### config.mk
export PLATFORM = sky130hd
export DESIGN_NAME = div32
export DESIGN_NICKNAME = d
export VERILOG_FILES = /design/src/rtl/div_pkg.sv /design/src/rtl/div_step.sv /design/src/rtl/div32.sv
export SDC_FILE = /design/constraint.sdc
export NUM_CORES = 1
export LEC_CHECK = 0
export ABC_AREA = 1
export CAP_MARGIN = 0
export CORE_MARGIN = 5
export CORE_UTILIZATION = 40
export CTS_CLUSTER_SIZE = 12
export DETAILED_ROUTE_END_ITERATION = 7
export GPL_TIMING_DRIVEN = 0
export PLACE_DENSITY_LB_ADDON = 0.12
export SETUP_SLACK_MARGIN = 0.2
export SLEW_MARGIN = 20
export SYNTH_ARGS = -nofsm -noshare
export SYNTH_HDL_FRONTEND = slang
export SYNTH_HIERARCHICAL = 1
export SYNTH_SLANG_ARGS = --single-unit
### constraint.sdc
create_clock -name clk -period 9.2 [get_ports clk]
set_input_delay 2.3 -clock clk [delete_from_list [all_inputs] [get_ports clk]]
set_output_delay 2.3 -clock clk [all_outputs]
set_load 0.005 [all_outputs]
### src/rtl/div_pkg.sv
// Shared definitions for the iterative divider: FSM states, iteration count
// and the RISC-V mandated fast-path quotients.
package div_pkg;

   typedef enum logic [2:0] {
      IDLE,
      PREP,
      CALC,
      FIX,
      DONE
   } state_t;

   localparam int          DIV_ITER  = 32;
   localparam logic [31:0] DIV0_QUOT = 32'hFFFF_FFFF;
   localparam logic [31:0] OVF_QUOT  = 32'h8000_0000;

endpackage

### src/rtl/div_step.sv
// One radix-2 restoring step: shift {rem, dvd} left, trial-subtract the
// divisor magnitude, keep or restore, and shift the quotient bit into dvd.
module div_step #(
   parameter int W = 32
) (
   input  logic [W:0]   rem,
   input  logic [W-1:0] dvd,
   input  logic [W-1:0] dsr,
   output logic [W:0]   rem_next,
   output logic [W-1:0] dvd_next,
   output logic         q_bit
);

   logic [W+1:0] shifted;
   logic [W+1:0] trial;

   // One guard bit above the partial remainder keeps the sign test exact.
   always_comb begin
      shifted  = {rem, dvd[W-1]};
      trial    = shifted - {2'b00, dsr};
      q_bit    = ~trial[W+1];
      rem_next = q_bit ? trial[W:0] : shifted[W:0];
      dvd_next = {dvd[W-2:0], q_bit};
   end

endmodule

### src/rtl/div32.sv
// Iterative signed/unsigned 32-bit divider with start/valid handshake,
// one quotient bit per cycle, and a fast path for /0 and signed overflow.
module div32
   import div_pkg::*;
#(
   parameter int DATA_WIDH = DIV_ITER
) (
   input  logic                 clk,
   input  logic                 rst,
   input  logic                 start,
   input  logic                 is_unsigned,
   input  logic                 flush,
   input  logic [DATA_WIDH-1:0] a,
   input  logic [DATA_WIDH-1:0] b,
   output logic                 busy,
   output logic                 valid,
   output logic [DATA_WIDH-1:0] R_quot,
   output logic [DATA_WIDH-1:0] R_rem
);

   localparam int CW = $clog2(DATA_WIDH);

   state_t               state, state_next;
   logic [DATA_WIDH-1:0] a_r, b_r;
   logic                 uns_r;
   logic [DATA_WIDH:0]   rem_q;
   logic [DATA_WIDH-1:0] dvd_q;
   logic [DATA_WIDH-1:0] bmag_q;
   logic                 q_neg, r_neg;
   logic [CW-1:0]        cnt;

   logic [DATA_WIDH:0]   rem_next;
   logic [DATA_WIDH-1:0] dvd_next;
   logic                 q_bit;

   logic                 div0, ovf, a_neg, b_neg, last_iter;
   logic [DATA_WIDH-1:0] a_mag, b_mag;

   // Fast-path decode works on the operands latched at the accepting edge.
   assign div0      = (b_r == '0);
   assign ovf       = !uns_r && (a_r == OVF_QUOT) && (b_r == '1);
   assign a_neg     = !uns_r && a_r[DATA_WIDH-1];
   assign b_neg     = !uns_r && b_r[DATA_WIDH-1];
   assign a_mag     = a_neg ? -a_r : a_r;
   assign b_mag     = b_neg ? -b_r : b_r;
   assign last_iter = (cnt == CW'(DATA_WIDH - 1));

   assign busy  = (state != IDLE);
   assign valid = (state == DONE);

   div_step #(.W(DATA_WIDH)) u_step (
      .rem      (rem_q),
      .dvd      (dvd_q),
      .dsr      (bmag_q),
      .rem_next (rem_next),
      .dvd_next (dvd_next),
      .q_bit    (q_bit)
   );

   // NOTE: sequential state uses non-blocking assignments so every register
   // samples pre-edge values regardless of statement order.
   always_ff @(posedge clk or posedge rst) begin
      if (rst) state <= IDLE;
      else     state <= state_next;
   end

   // NOTE: state_next gets a default first so no path leaves it unassigned,
   // which would otherwise infer a latch.
   always_comb begin
      state_next = state;
      unique case (state)
         IDLE:    if (start) state_next = PREP;
         PREP:    state_next = (div0 || ovf) ? DONE : CALC;
         CALC:    if (last_iter) state_next = FIX;
         FIX:     state_next = DONE;
         DONE:    state_next = IDLE;
         default: state_next = IDLE;
      endcase
      if (flush) state_next = IDLE;
   end

   // NOTE: datapath registers are small flops, not memories, so all of them
   // take the async reset and a mid-operation reset leaves no stale state.
   always_ff @(posedge clk or posedge rst) begin
      if (rst) begin
         a_r    <= '0;
         b_r    <= '0;
         uns_r  <= 1'b0;
         rem_q  <= '0;
         dvd_q  <= '0;
         bmag_q <= '0;
         q_neg  <= 1'b0;
         r_neg  <= 1'b0;
         cnt    <= '0;
         R_quot <= '0;
         R_rem  <= '0;
      end else begin
         unique case (state)
            IDLE: begin
               if (start && !flush) begin
                  a_r   <= a;
                  b_r   <= b;
                  uns_r <= is_unsigned;
               end
            end
            PREP: begin
               dvd_q  <= a_mag;
               bmag_q <= b_mag;
               q_neg  <= a_neg ^ b_neg;
               r_neg  <= a_neg;
               rem_q  <= '0;
               cnt    <= '0;
               if (!flush && div0) begin
                  R_quot <= DIV0_QUOT;
                  R_rem  <= a_r;
               end else if (!flush && ovf) begin
                  R_quot <= OVF_QUOT;
                  R_rem  <= '0;
               end
            end
            CALC: begin
               rem_q <= rem_next;
               dvd_q <= dvd_next;
               cnt   <= cnt + 1'b1;
            end
            FIX: begin
               if (!flush) begin
                  R_quot <= q_neg ? -dvd_q : dvd_q;
                  R_rem  <= r_neg ? -rem_q[DATA_WIDH-1:0] : rem_q[DATA_WIDH-1:0];
               end
            end
            default: ;
         endcase
      end
   end

endmodule

==> run_results.csv, run 1 <==
group,metric,value,unit
run_status,outcome,"finished, final reports clean",
synth,proportion_of_synthesized_area_in_mux_cells,0.867,%
sta,final_hold_slack,0.476,ns
floorplan,floorplan.die.width,215,um
critical_path,critical-path-slowest-cell,"sky130_fd_sc_hd__clkdlybuf4s50_1",
sta,finalWorstPathRequiredPeriod,4.16,ns
synth,synth_xor_area_share,2.23,%
cts,ctsHtreeMaxLevel,1,
floorplan,core_footprint,41900,um^2
routing,detail_route.wirelength,64.2,mm
pwr,power_report.internal_total,3.58,mW
synth,postSynthRegisterBits,236,
sta,timing.max_slew.rel_slack,37.6,%
floorplan,die-area,46400,um^2
synth,synth_edf_count,0,
global_routing,first_global_vias,16600,
final_layout,utilization,47.6,%
critical_path,cp.arrival,1.86,ns
critical_path,cp_cell_sequence,"nor3_1 > clkdlybuf4s50_1",
critical_path,cp_max_fo,5,
sta,setup_viol_count_final,0,
cts,cts_post_setup_buffers_inserted,0,
routing,postRouteAntennaNets,0,
cts,cts_inserted_buffers,29,
floorplan,initial_core_util,40.4,%
place,place_congestion,0.973,
sta,slew_violations,0,
final_layout,antenna-diode-count,0,
synth,postSynthNetCount,2718,
run,cap_viol_max_count,0,
critical_path,cp_data_required_time,6.90,ns
pwr,vdd.ir_drop.worst,0.169,mV
routing,via_count,17300,
critical_path,cpPeakStageDelay,0.57,ns
synth,synth.yosys.seq_area_share,35.0,%
critical_path,worstSetupStartpointType,"flop",
pwr,p_clk_share,16.0,%
final_layout,final_net_count,2885,
sta,final-hold-violation-count,0,
global_routing,grt_max_degree,106,
floorplan,ios,135,
synth,synth_compound_gate_area_share,10.2,%
cts,worstSkewPairLatency,0.58,ns
critical_path,setup.worst_path.end_class,"output pin",
routing,drt_first_iter_violations,1824,
final_layout,drive_gt1_share,6.26,%
synth,synth_warnings,6,
final_layout,area_delta_synth_final,18.0,%
cts,cts_repair_resize_count,0,
pwr,switching_share,50.7,%
critical_path,crit_type,"reg2out",
routing,detail_route.wl_per_cell,19.2,um
synth,netlist_instances,2609,
critical_path,worst-r2r-setup-slack,6.33,ns
critical_path,r2r_end,"R_rem[29]",
cts,clock-root-buffer,"sky130_fd_sc_hd__clkbuf_16",
synth,synth_top_family_by_area,"simple AND/OR/NAND/NOR gates",
routing,firstDrtPassIters,5,
pwr,p_total,7.27,mW
floorplan,rows,75,
cts,clkSlewWorstSetupHoldPaths,0.06,ns
global_routing,number_of_antenna_violations_at_the_first_check_in_global_routing,3,
synth,post_synth_and_or_nand_nor_area_fraction,37.4,%
pwr,power.net_switching,3.69,mW
synth,synth_async_sr_flop_share,100,%
routing,drc,0,
global_routing,first_pass_grt_wire_length,98.4,mm
synth,synthAdderAreaFrac,3.01,%
place,detailedPlacementHpwl,52.4,mm
place,portBuffers,134,
cts,max-clock-path-buffers,3,
floorplan,dieHeight,215,um
global_routing,sum_of_overflow_across_all_layers_after_global_routing,0,
cts,clkSinkCount,236,
sta,maxClockFrequency,0.240,GHz
min_path,hold_depth,2,
global_routing,gr-usage-all-layers,26.9,%
critical_path,worstSetupStartpoint,"state[0]",
min_path,timing.hold.worst.class,"reg2reg",
sta,worst_pin_slew,0.936,ns
synth,synthFlopType,"sky130_fd_sc_hd__dfrtp_1",
sta,layout_worst_path_cycle_share,45.2,%
cts,tritoncts,"built",
routing,route.detailed.vias_per_inst,5.19,
critical_path,reg2reg_from,"b_r[0]",
critical_path,endpoint,"valid",
sta,fin_skew,0.0191,ns
pwr,combPwrFrac,57.7,%
synth,synth_cell_type_count,42,
cts,cts-hold-fix-buffers,0,
sta,setup_repair_after_global_routing_missed_its_margin,"no",
critical_path,worst_r2r_path_depth,10,
synth,post_synth.cell_area_avg,6.47,um^2
synth,syn-cell-area,16900,um^2
pwr,power.leakage,10.3,nW
pwr,pwr_density_cell,364,nW/um^2
pwr,share_seq_of_total_power,26.3,%
-- power groups by stage --
stage | logic (mW) | clock network, mW | registers, mW
2_1_floorplan | 2.93 | 0 | 1.71
3_3_place_gp | 4.10 | 0 | 1.90
3_5_place_dp | 4.13 | 0 | 1.91
4_1_cts | 4.15 | 1.18 | 1.90
5_1_grt | 4.70 | 1.23 | 1.95
6_report | 4.19 | 1.16 | 1.91
-- flip-flops by register name, indices dropped and copies added, names as in the netlist, 3 cells and up --
register	count
cnt	5
bmag_q	32
state	3
b_r	32
a_r	32
dvd_q	32
R_rem	32
R_quot	32
rem_q	33
-- Yosys cell counts (all sizes together) (7+ instances only) --
library cell,count,share of area [%]
xor2,41,2.1
nand2,875,20
nor2,256,5.9
inv,322,7.2
o21ai,162,4.8
buf,73,2.9
nand4,31,1.1
ha,39,2.9
nor3,19,0.62
nand3,302,9.1
clkbuf,53,1.2
o221ai,9,0.47
or2,7,0.26
a21oi,119,3.6
dfrtp,236,35
o211ai,14,0.62
and2,14,0.52
mux2,13,0.87
-- stage by stage --
stage	TNS (ns)	worst slack, ns	instances	area (um^2)
finish	0	5.04	3335	19900
global route	0	4.89	3335	19900
CTS	0	5.00	3335	19900
floorplan	0	0.425	2609	16900
global placement	-625.75	-2.68	3282	18900
detailed placement	0	4.44	3284	19000
-- layout make-up --
class | count | area (um^2)
buffer | 126 | 696
clock buffer | 40 | 837
clock inverter | 11 | 131
fill | 4437 | 21900
inverter | 322 | 1220
multi-input combinational | 1925 | 9080
sequential | 236 | 5910
tap | 539 | 674
timing repair buffer | 136 | 1400
-- critical path: cells and delay by family (launching register included) --
kind	cells	cell delay (ns)
buf+inv	1	0.57
simple gates	1	0.30
flops	1	0.42
-- placed cells by master (no fill, tap or decap), drive strengths merged, types with 41 or more instances in the layout --
cell | netlist | routed
clkbuf | 53 | 93
clkdlybuf4s50 | 0 | 134
inv | 322 | 325
nand2 | 875 | 875
nor2 | 256 | 256
a21oi | 119 | 119
nand3 | 302 | 302
dfrtp | 236 | 236
xor2 | 41 | 41
o21ai | 162 | 162
buf | 73 | 75
-- metal layers --
metal | part of all wire (%) | global-route usage [%] | vias up | routed length, um
met5 | 0.026 | 0 | - | 17
met4 | 1.5 | 4.22 | 2 | 985
met3 | 6.2 | 3.66 | 57 | 3990
met2 | 42 | 40.2 | 493 | 26800
met1 | 50 | 42.3 | 8121 | 32300
li1 | - | - | 8630 | -
-- how the worst min path moves through the flow --
| stage | from | end | slack [ns] |
|---|---|---|---|
| final | R_quot[5] | R_quot[5] | 0.48 |
| after global routing | R_quot[5] | R_quot[5] | 0.49 |
| after CTS | R_quot[5] | R_quot[5] | 0.48 |
| after detailed placement | R_rem[26] | R_rem[26] | 0.47 |
| after global placement | R_quot[21] | R_quot[21] | 0.46 |
| after floorplan | bmag_q[15] | bmag_q[15] | 0.45 |
-- cell families (layout without fill, tap and decap cells) --
| group | count (synthesis) | after routing |
|---|---|---|
| compound gates | 321 | 321 |
| xor+xnor | 43 | 43 |
| fa+ha+maj | 40 | 40 |
| buf+inv | 448 | 635 |
| flops | 236 | 236 |
| mux | 13 | 13 |
| simple gates | 1508 | 1508 |
Note: power is estimated with default switching activity, not from simulation.
==> inputs of run 2 (changes only) <==
Clock period 9.2 ns to 4.1 ns, I/O delays scaled along.
==> run_results.csv, run 2 (synthesized netlist as in run 1, its figures left out) <==
group,metric,value,unit
run_status,outcome,"finished, final reports clean",
cts,cts_repair_resize_count,0,
sta,maxClockFrequency,0.351,GHz
floorplan,floorplan.die.width,215,um
min_path,timing.hold.worst.class,"reg2reg",
cts,max-clock-path-buffers,3,
critical_path,reg2reg_from,"a_r[0]",
final_layout,most-common-layout-cells,"sky130_fd_sc_hd__nand2_1, sky130_fd_sc_hd__inv_1, sky130_fd_sc_hd__nand3_1",
final_layout,final_area,20000,um^2
final_layout,max_flop_register,"rem_q",
global_routing,gr-usage-all-layers,26.9,%
sta,setup_viol_count_final,0,
critical_path,cp_max_fo,5,
critical_path,setup.worst_path.end_class,"output pin",
cts,ctsHtreeMaxLevel,1,
floorplan,rows,75,
final_layout,layout_commonest_cell,"sky130_fd_sc_hd__nand2_1",
cts,tritoncts,"built",
global_routing,first_global_vias,16600,
routing,detail_route.wl_per_cell,19.2,um
place,portBuffers,134,
final_layout,area_delta_synth_final,18.4,%
sta,final_hold_slack,0.479,ns
place,detailedPlacementHpwl,52.7,mm
routing,drt_first_iter_violations,1457,
critical_path,worst-r2r-setup-slack,1.27,ns
sta,timing.max_slew.rel_slack,38.2,%
critical_path,endpoint,"valid",
critical_path,worstSetupStartpoint,"state[0]",
cts,cts_inserted_buffers,28,
global_routing,grt_max_degree,35,
global_routing,first_pass_grt_wire_length,98.3,mm
critical_path,crit_type,"reg2out",
cts,worstSkewPairLatency,0.59,ns
floorplan,die-area,46400,um^2
cts,cts-hold-fix-buffers,0,
routing,firstDrtPassIters,6,
run,cap_viol_max_count,0,
routing,via_count,17300,
routing,drc,0,
sta,slew_violations,0,
final_layout,drive_gt1_share,6.33,%
routing,route.detailed.vias_per_inst,5.20,
floorplan,core_footprint,41900,um^2
global_routing,number_of_antenna_violations_at_the_first_check_in_global_routing,3,
floorplan,ios,135,
cts,clkSlewWorstSetupHoldPaths,0.06,ns
critical_path,cp_cell_sequence,"nor3_1 > clkdlybuf4s50_1",
global_routing,sum_of_overflow_across_all_layers_after_global_routing,0,
sta,final-hold-violation-count,0,
place,place_congestion,0.962,
floorplan,initial_core_util,40.4,%
place,preCtsSetupSlack,0.677,ns
place,postPlaceCellArea,19000,um^2
critical_path,cpPeakStageDelay,0.55,ns
routing,detail_route.wirelength,64.1,mm
pwr,power.leakage,10.3,nW
cts,cts_post_setup_buffers_inserted,0,
routing,postRouteAntennaNets,0,
critical_path,worst_r2r_path_depth,14,
pwr,vdd.ir_drop.worst,0.318,mV
floorplan,dieHeight,215,um
sta,finalWorstPathRequiredPeriod,2.85,ns
sta,fin_skew,0.0294,ns
critical_path,cp_data_required_time,3.07,ns
final_layout,fill_cells,4469,
cts,clock-root-buffer,"sky130_fd_sc_hd__clkbuf_16",
final_layout,largest_reg_flops,33,
min_path,hold_depth,2,
critical_path,cp.arrival,1.83,ns
final_layout,final_net_count,2889,
critical_path,critical-path-slowest-cell,"sky130_fd_sc_hd__clkdlybuf4s50_1",
critical_path,worstSetupStartpointType,"flop",
pwr,pwr_density_cell,816,nW/um^2
sta,final_critical_path_setup_slack,1.25,ns
sta,worst_pin_slew,0.927,ns
sta,layout_worst_path_cycle_share,69.5,%
final_layout,antenna-diode-count,0,
sta,setup_repair_after_global_routing_missed_its_margin,"no",
critical_path,r2r_end,"R_rem[10]",
cts,clkSinkCount,236,
## run 2: cell count changes in the layout (fill, tap and decap cells not counted), sizes merged
cell      change
clkinvlp      +1
inv           -3
clkbuf        -1
clkinv        -1
buf           +5
## run 2: metal layers
metal	GRT usage, %	share of wire, %	vias up
met4	4.76	1.7	6
met5	2.92	0.31	-
met3	5.24	7.1	64
met2	40.1	42	545
met1	40.8	49	8090
li1	-	-	8632
## run 2: power breakdown
part	switching (mW)	leakage, nW	internal (mW)
logic	6.14	6.95	3.32
registers	1.11	2.93	3.17
clock network	1.05	0.466	1.52
total	8.30	10.3	8.01
## run 2: how the worst min path moves through the flow
stage	startpoint	end	slack [ns]
after floorplan	bmag_q[15]	bmag_q[15]	0.45
after global placement	R_quot[21]	R_quot[21]	0.46
after detailed placement	R_quot[21]	R_quot[21]	0.46
after CTS	R_quot[21]	R_quot[21]	0.48
after global routing	R_quot[11]	R_quot[11]	0.50
final	R_rem[7]	R_rem[7]	0.48
## run 2: layout make-up
cell class | count | area, um^2 | share of cell area, %
Inverter | 322 | 1210 | 6.06
Buffer | 126 | 696 | 3.48
Sequential cell | 236 | 5910 | 29.5
Timing Repair Buffer | 141 | 1480 | 7.41
Clock inverter | 8 | 123 | 0.613
Clock buffer | 39 | 822 | 4.11
Multi-Input combinational cell | 1925 | 9080 | 45.4
Tap cell | 539 | 674 | 3.37
## run 2: critical path, delay by kind of cell (launching register included)
kind	cells	cell delay (ns)
and+or+nand+nor	1	0.26
buffers and inverters	1	0.55
DFF	1	0.43
## run 2: through the flow
stage               TNS, ns  power (mW)  utilization [%]  cells
floorplan             -3.98        10.4                -   2609
global placement    -431.98        13.5             45.2   3282
detailed placement        0        13.6             45.5   3289
CTS                       0        16.2             47.8   3336
global route              0        17.7             47.8   3336
finish                    0        16.3             47.8   3336
